--- src/rtl/rr_arbiter_burst_lock_if.sv ---
// Request/grant bundle between N bus masters and the burst-lock arbiter.
interface rr_arbiter_burst_lock_if #(
    parameter int N = 4
);
    logic [N-1:0]         req;
    logic                 done;
    logic [N-1:0]         grant;
    logic                 grant_valid;
    logic [$clog2(N)-1:0] grant_id;
    logic                 preempt;

    modport master (
        output req, done,
        input  grant, grant_valid, grant_id, preempt
    );

    modport slave (
        input  req, done,
        output grant, grant_valid, grant_id, preempt
    );
endinterface

--- src/rtl/rr_arbiter_burst_lock.sv ---
// N-way round-robin arbiter whose winner keeps a registered grant for a whole burst.
// Define RR_ARB_PREEMPT_EN to revoke a grant after MAX_HOLD cycles with a preempt pulse.
module rr_arbiter_burst_lock #(
    parameter int N        = 4,
    parameter int MAX_HOLD = 8
) (
    input logic                    clk,
    input logic                    rst,
    rr_arbiter_burst_lock_if.slave bus
);
    // state  | meaning
    // IDLE   | no owner, grant all zeros
    // LOCKED | grant_id owns the resource until done, req drop or timeout
    localparam int IW = $clog2(N);
    typedef enum logic {IDLE, LOCKED} state_t;

    if (N < 2 || MAX_HOLD < 1) begin : g_bad_param
        $error("rr_arbiter_burst_lock: need N >= 2 and MAX_HOLD >= 1");
    end

    state_t        state, state_nxt;
    logic [N-1:0]  grant_q, grant_nxt;
    logic [IW-1:0] id_q, id_nxt;
    logic [IW-1:0] ptr_q, ptr_nxt, ptr_inc, arb_ptr;
    logic [IW-1:0] idx, win;
    logic [N-1:0]  arb_req, excl;
    logic          found, drop, timeout, rel;
    logic          preempt_q, preempt_nxt;
`ifdef RR_ARB_PREEMPT_EN
    localparam int HW = $clog2(MAX_HOLD + 1);
    logic [HW-1:0] hold_q, hold_nxt;
`endif

    assign ptr_inc = (id_q == IW'(N - 1)) ? '0 : id_q + 1'b1;

    always_comb begin
        state_nxt   = state;
        grant_nxt   = grant_q;
        id_nxt      = id_q;
        ptr_nxt     = ptr_q;
        arb_ptr     = ptr_q;
        excl        = '0;
        found       = 1'b0;
        win         = '0;
        idx         = '0;
        timeout     = 1'b0;
        preempt_nxt = 1'b0;
`ifdef RR_ARB_PREEMPT_EN
        hold_nxt    = hold_q;
`endif
        drop = (state == LOCKED) && (bus.done || !bus.req[id_q]);
`ifdef RR_ARB_PREEMPT_EN
        // done wins over a coincident timeout, so no preempt in that case
        timeout = (state == LOCKED) && !drop && (hold_q == HW'(MAX_HOLD));
`endif
        rel = drop || timeout;
        if (rel) begin
            ptr_nxt    = ptr_inc;
            arb_ptr    = ptr_inc;
            excl[id_q] = drop;
        end
        arb_req = bus.req & ~excl;

        for (int k = 0; k < N; k++) begin
            idx = IW'((int'(arb_ptr) + k) % N);
            if (!found && arb_req[idx]) begin
                found = 1'b1;
                win   = idx;
            end
        end

        if (state == IDLE || rel) begin
            grant_nxt      = '0;
            grant_nxt[win] = found;
            id_nxt         = found ? win : '0;
            state_nxt      = found ? LOCKED : IDLE;
            preempt_nxt    = timeout;
`ifdef RR_ARB_PREEMPT_EN
            hold_nxt       = found ? HW'(1) : '0;
        end else begin
            hold_nxt = (hold_q == HW'(MAX_HOLD)) ? hold_q : hold_q + 1'b1;
`endif
        end
    end

    always_ff @(posedge clk) begin
        if (rst) begin
            state     <= IDLE;
            grant_q   <= '0;
            id_q      <= '0;
            ptr_q     <= '0;
            preempt_q <= 1'b0;
`ifdef RR_ARB_PREEMPT_EN
            hold_q    <= '0;
`endif
        end else begin
            state     <= state_nxt;
            grant_q   <= grant_nxt;
            id_q      <= id_nxt;
            ptr_q     <= ptr_nxt;
            preempt_q <= preempt_nxt;
`ifdef RR_ARB_PREEMPT_EN
            hold_q    <= hold_nxt;
`endif
        end
    end

    assign bus.grant       = grant_q;
    assign bus.grant_valid = |grant_q;
    assign bus.grant_id    = id_q;
`ifdef RR_ARB_PREEMPT_EN
    assign bus.preempt     = preempt_q;
`else
    assign bus.preempt     = 1'b0;
`endif
endmodule

--- src/flat_wrapper.sv ---
// flat-port wrapper written by rule: the top's interface ports become plain ports
module rr_arbiter_burst_lock_flat 
#(
    parameter int N        = 4,
    parameter int MAX_HOLD = 8
)
  (clk, rst, bus_req, bus_done, bus_grant, bus_grant_valid, bus_grant_id, bus_preempt);
  rr_arbiter_burst_lock_if #(.N(N)) bus_i ();
  input logic clk;
  input logic rst;
  input wire logic [$bits(bus_i.req)-1:0] bus_req;
  input wire logic [$bits(bus_i.done)-1:0] bus_done;
  output wire logic [$bits(bus_i.grant)-1:0] bus_grant;
  output wire logic [$bits(bus_i.grant_valid)-1:0] bus_grant_valid;
  output wire logic [$bits(bus_i.grant_id)-1:0] bus_grant_id;
  output wire logic [$bits(bus_i.preempt)-1:0] bus_preempt;
  assign bus_i.req = bus_req;
  assign bus_i.done = bus_done;
  assign bus_grant = bus_i.grant;
  assign bus_grant_valid = bus_i.grant_valid;
  assign bus_grant_id = bus_i.grant_id;
  assign bus_preempt = bus_i.preempt;
  rr_arbiter_burst_lock #(.N(N), .MAX_HOLD(MAX_HOLD)) u_core (.clk(clk), .rst(rst), .bus(bus_i));
endmodule
--- config.mk ---
export PLATFORM = sky130hd
export DESIGN_NAME = rr_arbiter_burst_lock_flat
export DESIGN_NICKNAME = d
export VERILOG_FILES = /design/src/rtl/rr_arbiter_burst_lock_if.sv /design/src/rtl/rr_arbiter_burst_lock.sv /design/src/flat_wrapper.sv
export SDC_FILE = /design/constraint.sdc
export NUM_CORES = 1
export LEC_CHECK = 0
export ABC_CLOCK_PERIOD_IN_PS = 3200
export CORE_MARGIN = 3
export CORE_UTILIZATION = 35
export DETAILED_ROUTE_END_ITERATION = 8
export GPL_ROUTABILITY_DRIVEN = 0
export GPL_TIMING_DRIVEN = 0
export SLEW_MARGIN = 15
export SYNTH_ARGS = -nofsm -noshare
export SYNTH_HDL_FRONTEND = slang
export SYNTH_SLANG_ARGS = --single-unit
--- constraint.sdc ---
create_clock -name clk -period 3.2 [get_ports clk]
set_clock_uncertainty 0.2 [all_clocks]
set_input_delay 0.64 -clock clk [delete_from_list [all_inputs] [get_ports clk]]
set_output_delay 0.64 -clock clk [all_outputs]
set_load 0.005 [all_outputs]
# == Yosys cells after proc, flatten, opt, wreduce, memory -nomap -nowiden ==
# Cells that the tools add are included.
# totals
ff_bits,9
inputBits,7
out_inout_bits,8
word_cells,62
# op_classes
add_sub_neg,4
order_cmp,8
n_eq_ne,1
mux,27
n_bitwise,5
reduce_logical,13
# ops
op,n
"2-bit by 3-bit < comparator with 1-bit output, second input constant",6
2-bit two-way mux,7
4-bit AND,3
1-bit two-way mux,12
1-bit binary-select mux with 2-bit select,5
1-bit logical AND,6
"2-bit by 1-bit adder with 2-bit output, second input constant",2
"2-bit adder, second input constant",2
1-bit demux with 2-bit select,2
"2-bit by 1-bit >= comparator with 1-bit output, second input constant",2
1-bit zero test,4
4-bit two-way mux,1
4-bit NOT,1
4-bit OR reduction,1
"2-bit == test, second input constant",1
1-bit logical OR,2
1-bit NOT,1

# == Longest topological paths before layout ==
# logic_depth
depth_word,26
mapped_depth,7
mapped_depth_nobuf,7

# == Worst setup path after synthesis ==
# Ideal clock, no wire load.
# synth_timing
path_kind,input port to flip-flop
startpoint,input port bus_done
endpoint,"register u_core.grant_q[0], in the netlist u_core.bus.grant[0]"
setup_time_ns,0.059
t_arrival_ns,2.108
required_ns,2.941
path_slack_ns,0.833
stages,7
path_buffers,1
cell_sequence,or2_2 -> o221ai_2 -> mux2i_1 -> buf_6 -> a21oi_1 -> or4_1 -> nand2_1
# synth_via
elab_chain_len,23
word_cells_on_any_way,39
cone_classes,add/sub: 3; order compare: 2; mux: 20; bitwise: 4; reduce/logical: 10
# synth_lines
item,line,rtl
from (decl),flat_wrapper.sv:12,input wire logic [$bits(bus_i.done)-1:0] bus_done;
1-bit logical OR *,rr_arbiter_burst_lock.sv:51,drop = (state == LOCKED) && (bus.done || !bus.req[id_q]);
1-bit logical AND *,rr_arbiter_burst_lock.sv:51,
4-bit AND (no line),n/a,
4-bit two-way mux,rr_arbiter_burst_lock.sv:57,if (rel) begin
4-bit NOT,rr_arbiter_burst_lock.sv:62,arb_req = bus.req & ~excl;
4-bit AND,rr_arbiter_burst_lock.sv:62,
1-bit binary-select mux with 2-bit select,rr_arbiter_burst_lock.sv:66,if (!found && arb_req[idx]) begin
1-bit two-way mux (implied by the code),rr_arbiter_burst_lock.sv:66,
(+7 left out),n/a,
1-bit zero test,rr_arbiter_burst_lock.sv:66,
1-bit logical AND,rr_arbiter_burst_lock.sv:66,
2-bit two-way mux,rr_arbiter_burst_lock.sv:66,
2-bit by 3-bit < comparator with 1-bit output (implied by the code) or 2-bit by 1-bit >= comparator with 1-bit output (tied branches),rr_arbiter_burst_lock.sv:74,grant_nxt[win] = found;
1-bit logical AND (implied by the code),rr_arbiter_burst_lock.sv:74,
1-bit two-way mux (implied by the code),rr_arbiter_burst_lock.sv:74,
1-bit demux with 2-bit select,n/a,
4-bit AND (no line),n/a,
to (signal assigned),rr_arbiter_burst_lock.sv:98,grant_q <= grant_nxt;
to (decl),rr_arbiter_burst_lock.sv:22,"logic [N-1:0] grant_q, grant_nxt;"
# Every way passes the cells marked *; elsewhere a longest branch is shown, timed or not. The select of a mux whose other input is x is not followed.
# A chain may end at the register's enable or synchronous reset.

# == Worst setup path after layout ==
# Same ends and word-level chain as after synthesis.

==> summary.md <==
| Metric | Value |
|---|---|
| Total power | 0.000392 W |
| Syn_area_per_cell | 7.98 um^2 |
| Number of global-route vias before repair | 615 |
| Synthesized Nets | 99 |
| TritonCTS clock tree | built |
| Core region area | 1800 um^2 |
| Most frequent cells in the layout | clkdlybuf4s50_1, o21ai_0, nand2_1, dfxtp_1, o21ai_1 |
| Post-route ant nets | 0 |
| Crit start category | input port |
| Vias | 725 |
| Net Switching | 0.000138 W |
| TritonCTS Sinks | 9 |
| Crit path launch | bus_done |
| Top-level I/O count | 15 |
| Seq pwr share | 0.363 |
| DP HPWL | 1390 um |
| Synth top area cells | dfxtp_1, ha_1, o21ai_0, nand2_1, mux2i_1 |
| Setup TNS | 0 ps |
| CTS H-tree depth | 1 |
| Crit path max fanout | 10 |
| I/O Buffers | 13 |
| Critical Path End | u_core.bus.grant[0] |
| Antenna violations before repair | 0 |
| Share of the synthesized area in the top cell type | 0.257 |
| Worst-path clk slew | 60 ps |
| R2r endpoint | u_core.bus.grant[0] |
| Final setup viols | 0 |
| Main synth FF type | dfxtp_1 |
| Total Wirelength | 1750 um |
| Via density | 5.58 |
| DR WL/cell | 13.4 um |
| Clock share of power | 0.214 |
| Starting density of the core | 0.390 |
| Crit share post-route | 0.863 |
| Setup CP Type | in -> reg |
| First-pass GRT wire length | 2900 um |
| Remaining Overflow, GRT | 0 |
| Post-synth EDFFs | 0 |
| Root buffer cell | clkbuf_4 |
| Arrival time at the worst endpoint | 2760 ps |
| Cell count of the worst reg-to-reg path | 6 |
| 1st-iter DRT viols | 31 |
| CTS Hold Buffers Added | 0 |
| Worst skew pair latency | 250 ps |
| Worst hold margin | 266 ps |
| Nets | 117 |
| Max-slew violation count | 0 |
| Clk buf depth | 2 |
| Final hold vios | 0 |
| Synth Cell Area | 702 um^2 |
| Leak | 0.348 nW |
| Largest net degree at the start of global routing | 11 |
| Internal | 0.000254 W |
| Worst VDD drop | 306 uV |
| Slew margin rel. | 0.663 |
| Antenna cells | 0 |
| Leading area contributor after synthesis | dfxtp_1 |
| Area Overhead vs Synth | 26.7% |
| GRT Util Overall | 0.149 |
| Comb pwr share | 0.424 |
| Yosys warning total | 0 |
| Count of cell types in the netlist | 36 |
| Most common cell after layout, fill and taps aside | clkdlybuf4s50_1 |
| CTS buffer count | 3 |
| Worst reg-to-reg setup slack | 710 ps |
| DRC viols | 0 |
| Postcts setup bufs | 0 |
| Die Ht | 50.8 um |
| FMAX | 362 MHz |
| Critical R2R Launch | u_core.bus.grant_id[1] |
| FFs w/ async S/R, synth | 0 |
| Max cap viols | 0 |
| # rows | 15 |
| Die ar. | 2580 um^2 |
| Non-filler instance count after layout | 130 |
| Crit end category | flop |
| RSZ-0062 raised after global routing | false |
| Sequential area share after synthesis | 0.257 |
| First-pass DRT Iterations | 4 |
| Status | finished, final reports clean |
| Worst-Margin Slew | 506 ps |
| Cells after synthesis | 88 |
| Sw Ratio | 0.352 |
| Post-cts resize count | 0 |
| Post-layout min period | 2760 ps |
| Dpl cells | 126 |
| Die Wd | 50.8 um |
| Hold crit path type | reg -> reg |
| Post-synthesis sequential element count | 9 |
| Critical Path RT | 3200 ps |
| Final-layout fill cell count | 197 |
| Share of post-route cells with drive strength above 1 | 0.0857 |
| PwrDens | 441 nW/um^2 |
-- sequential cells by signal (all words and copies together), names as in the netlist --
signal and flops:
u_core.state 1, u_core.bus.grant 4, u_core.ptr_q 2, u_core.bus.grant_id 2
-- kinds of logic after synthesis --
| kind of cell | count (synthesis) | synth area share |
|---|---|---|
| compound gates | 35 | 0.333 |
| other cells | 1 | 0.00534 |
| fa+ha+maj | 4 | 0.0713 |
| mux | 4 | 0.0588 |
| simple gates | 28 | 0.221 |
| flops | 9 | 0.257 |
| buf+inv | 7 | 0.0535 |
-- worst min path at each step --
stage / from / to / slack, ps / cells past startpoint
floorplan: u_core.bus.grant[1] / u_core.bus.grant[1] / 260 / 2
global placement: u_core.bus.grant[1] / u_core.bus.grant[1] / 260 / 2
detailed placement: u_core.bus.grant[1] / u_core.bus.grant[1] / 260 / 2
CTS: u_core.bus.grant[1] / u_core.bus.grant[1] / 270 / 2
global route: u_core.bus.grant[1] / u_core.bus.grant[1] / 310 / 2
finish: u_core.bus.grant[1] / u_core.bus.grant[1] / 270 / 2
-- critical path: stages --
cell and delay (ps):
clkdlybuf4s50_1 440, or2_2 320, o221ai_2 340, mux2i_1 310, buf_6 170, a21oi_1 40
or4_1 420, nand2_1 80
-- layout make-up --
class	count	area (um^2)	area share
Buffer	2	18.8	0.0211
Inverter	5	18.8	0.0211
Tap cell	25	31.3	0.0352
Sequential cell	9	180	0.203
Clock buffer	4	26.3	0.0295
Multi-Input combinational cell	72	484	0.544
Timing Repair Buffer	13	130	0.146
-- stage by stage --
step | utilization | setup slack [ps] | instance area, um^2
6_report | 0.494 | 439 | 890
2_1_floorplan | - | 833 | 702
4_1_cts | 0.494 | 478 | 890
3_5_place_dp | 0.479 | 216 | 863
5_1_grt | 0.494 | 332 | 890
3_3_place_gp | 0.479 | 250 | 863
-- power groups by stage --
stage	Clock [W]	Combinational (W)	Sequential, W
floorplan	0	0.000106	0.000141
global placement	0	0.000163	0.000145
detailed placement	0	0.000164	0.000145
CTS	0.0000884	0.000165	0.000143
global route	0.0000974	0.000184	0.000145
finish	0.0000839	0.000166	0.000142
-- synthesized netlist by cell type (all sizes together) (2+ instances only) --
cell,n
o21a,2
mux2i,3
nand2b,2
a21oi,5
nand2,9
ha,4
buf,2
nor2,4
inv,5
o21ai,15
a221o,2
o22ai,2
and4b,2
or2,2
nand3b,2
dfxtp,9
or4,2
-- per-layer routing --
layer  track usage  vias up  share of wire
li1              -      365              -
met1         0.213      334           0.45
met2         0.213       26           0.47
met3        0.0564        0          0.074
met4        0.0269        0              0
met5             0        -              0
No activity file was read; power rests on OpenSTA's default activity.
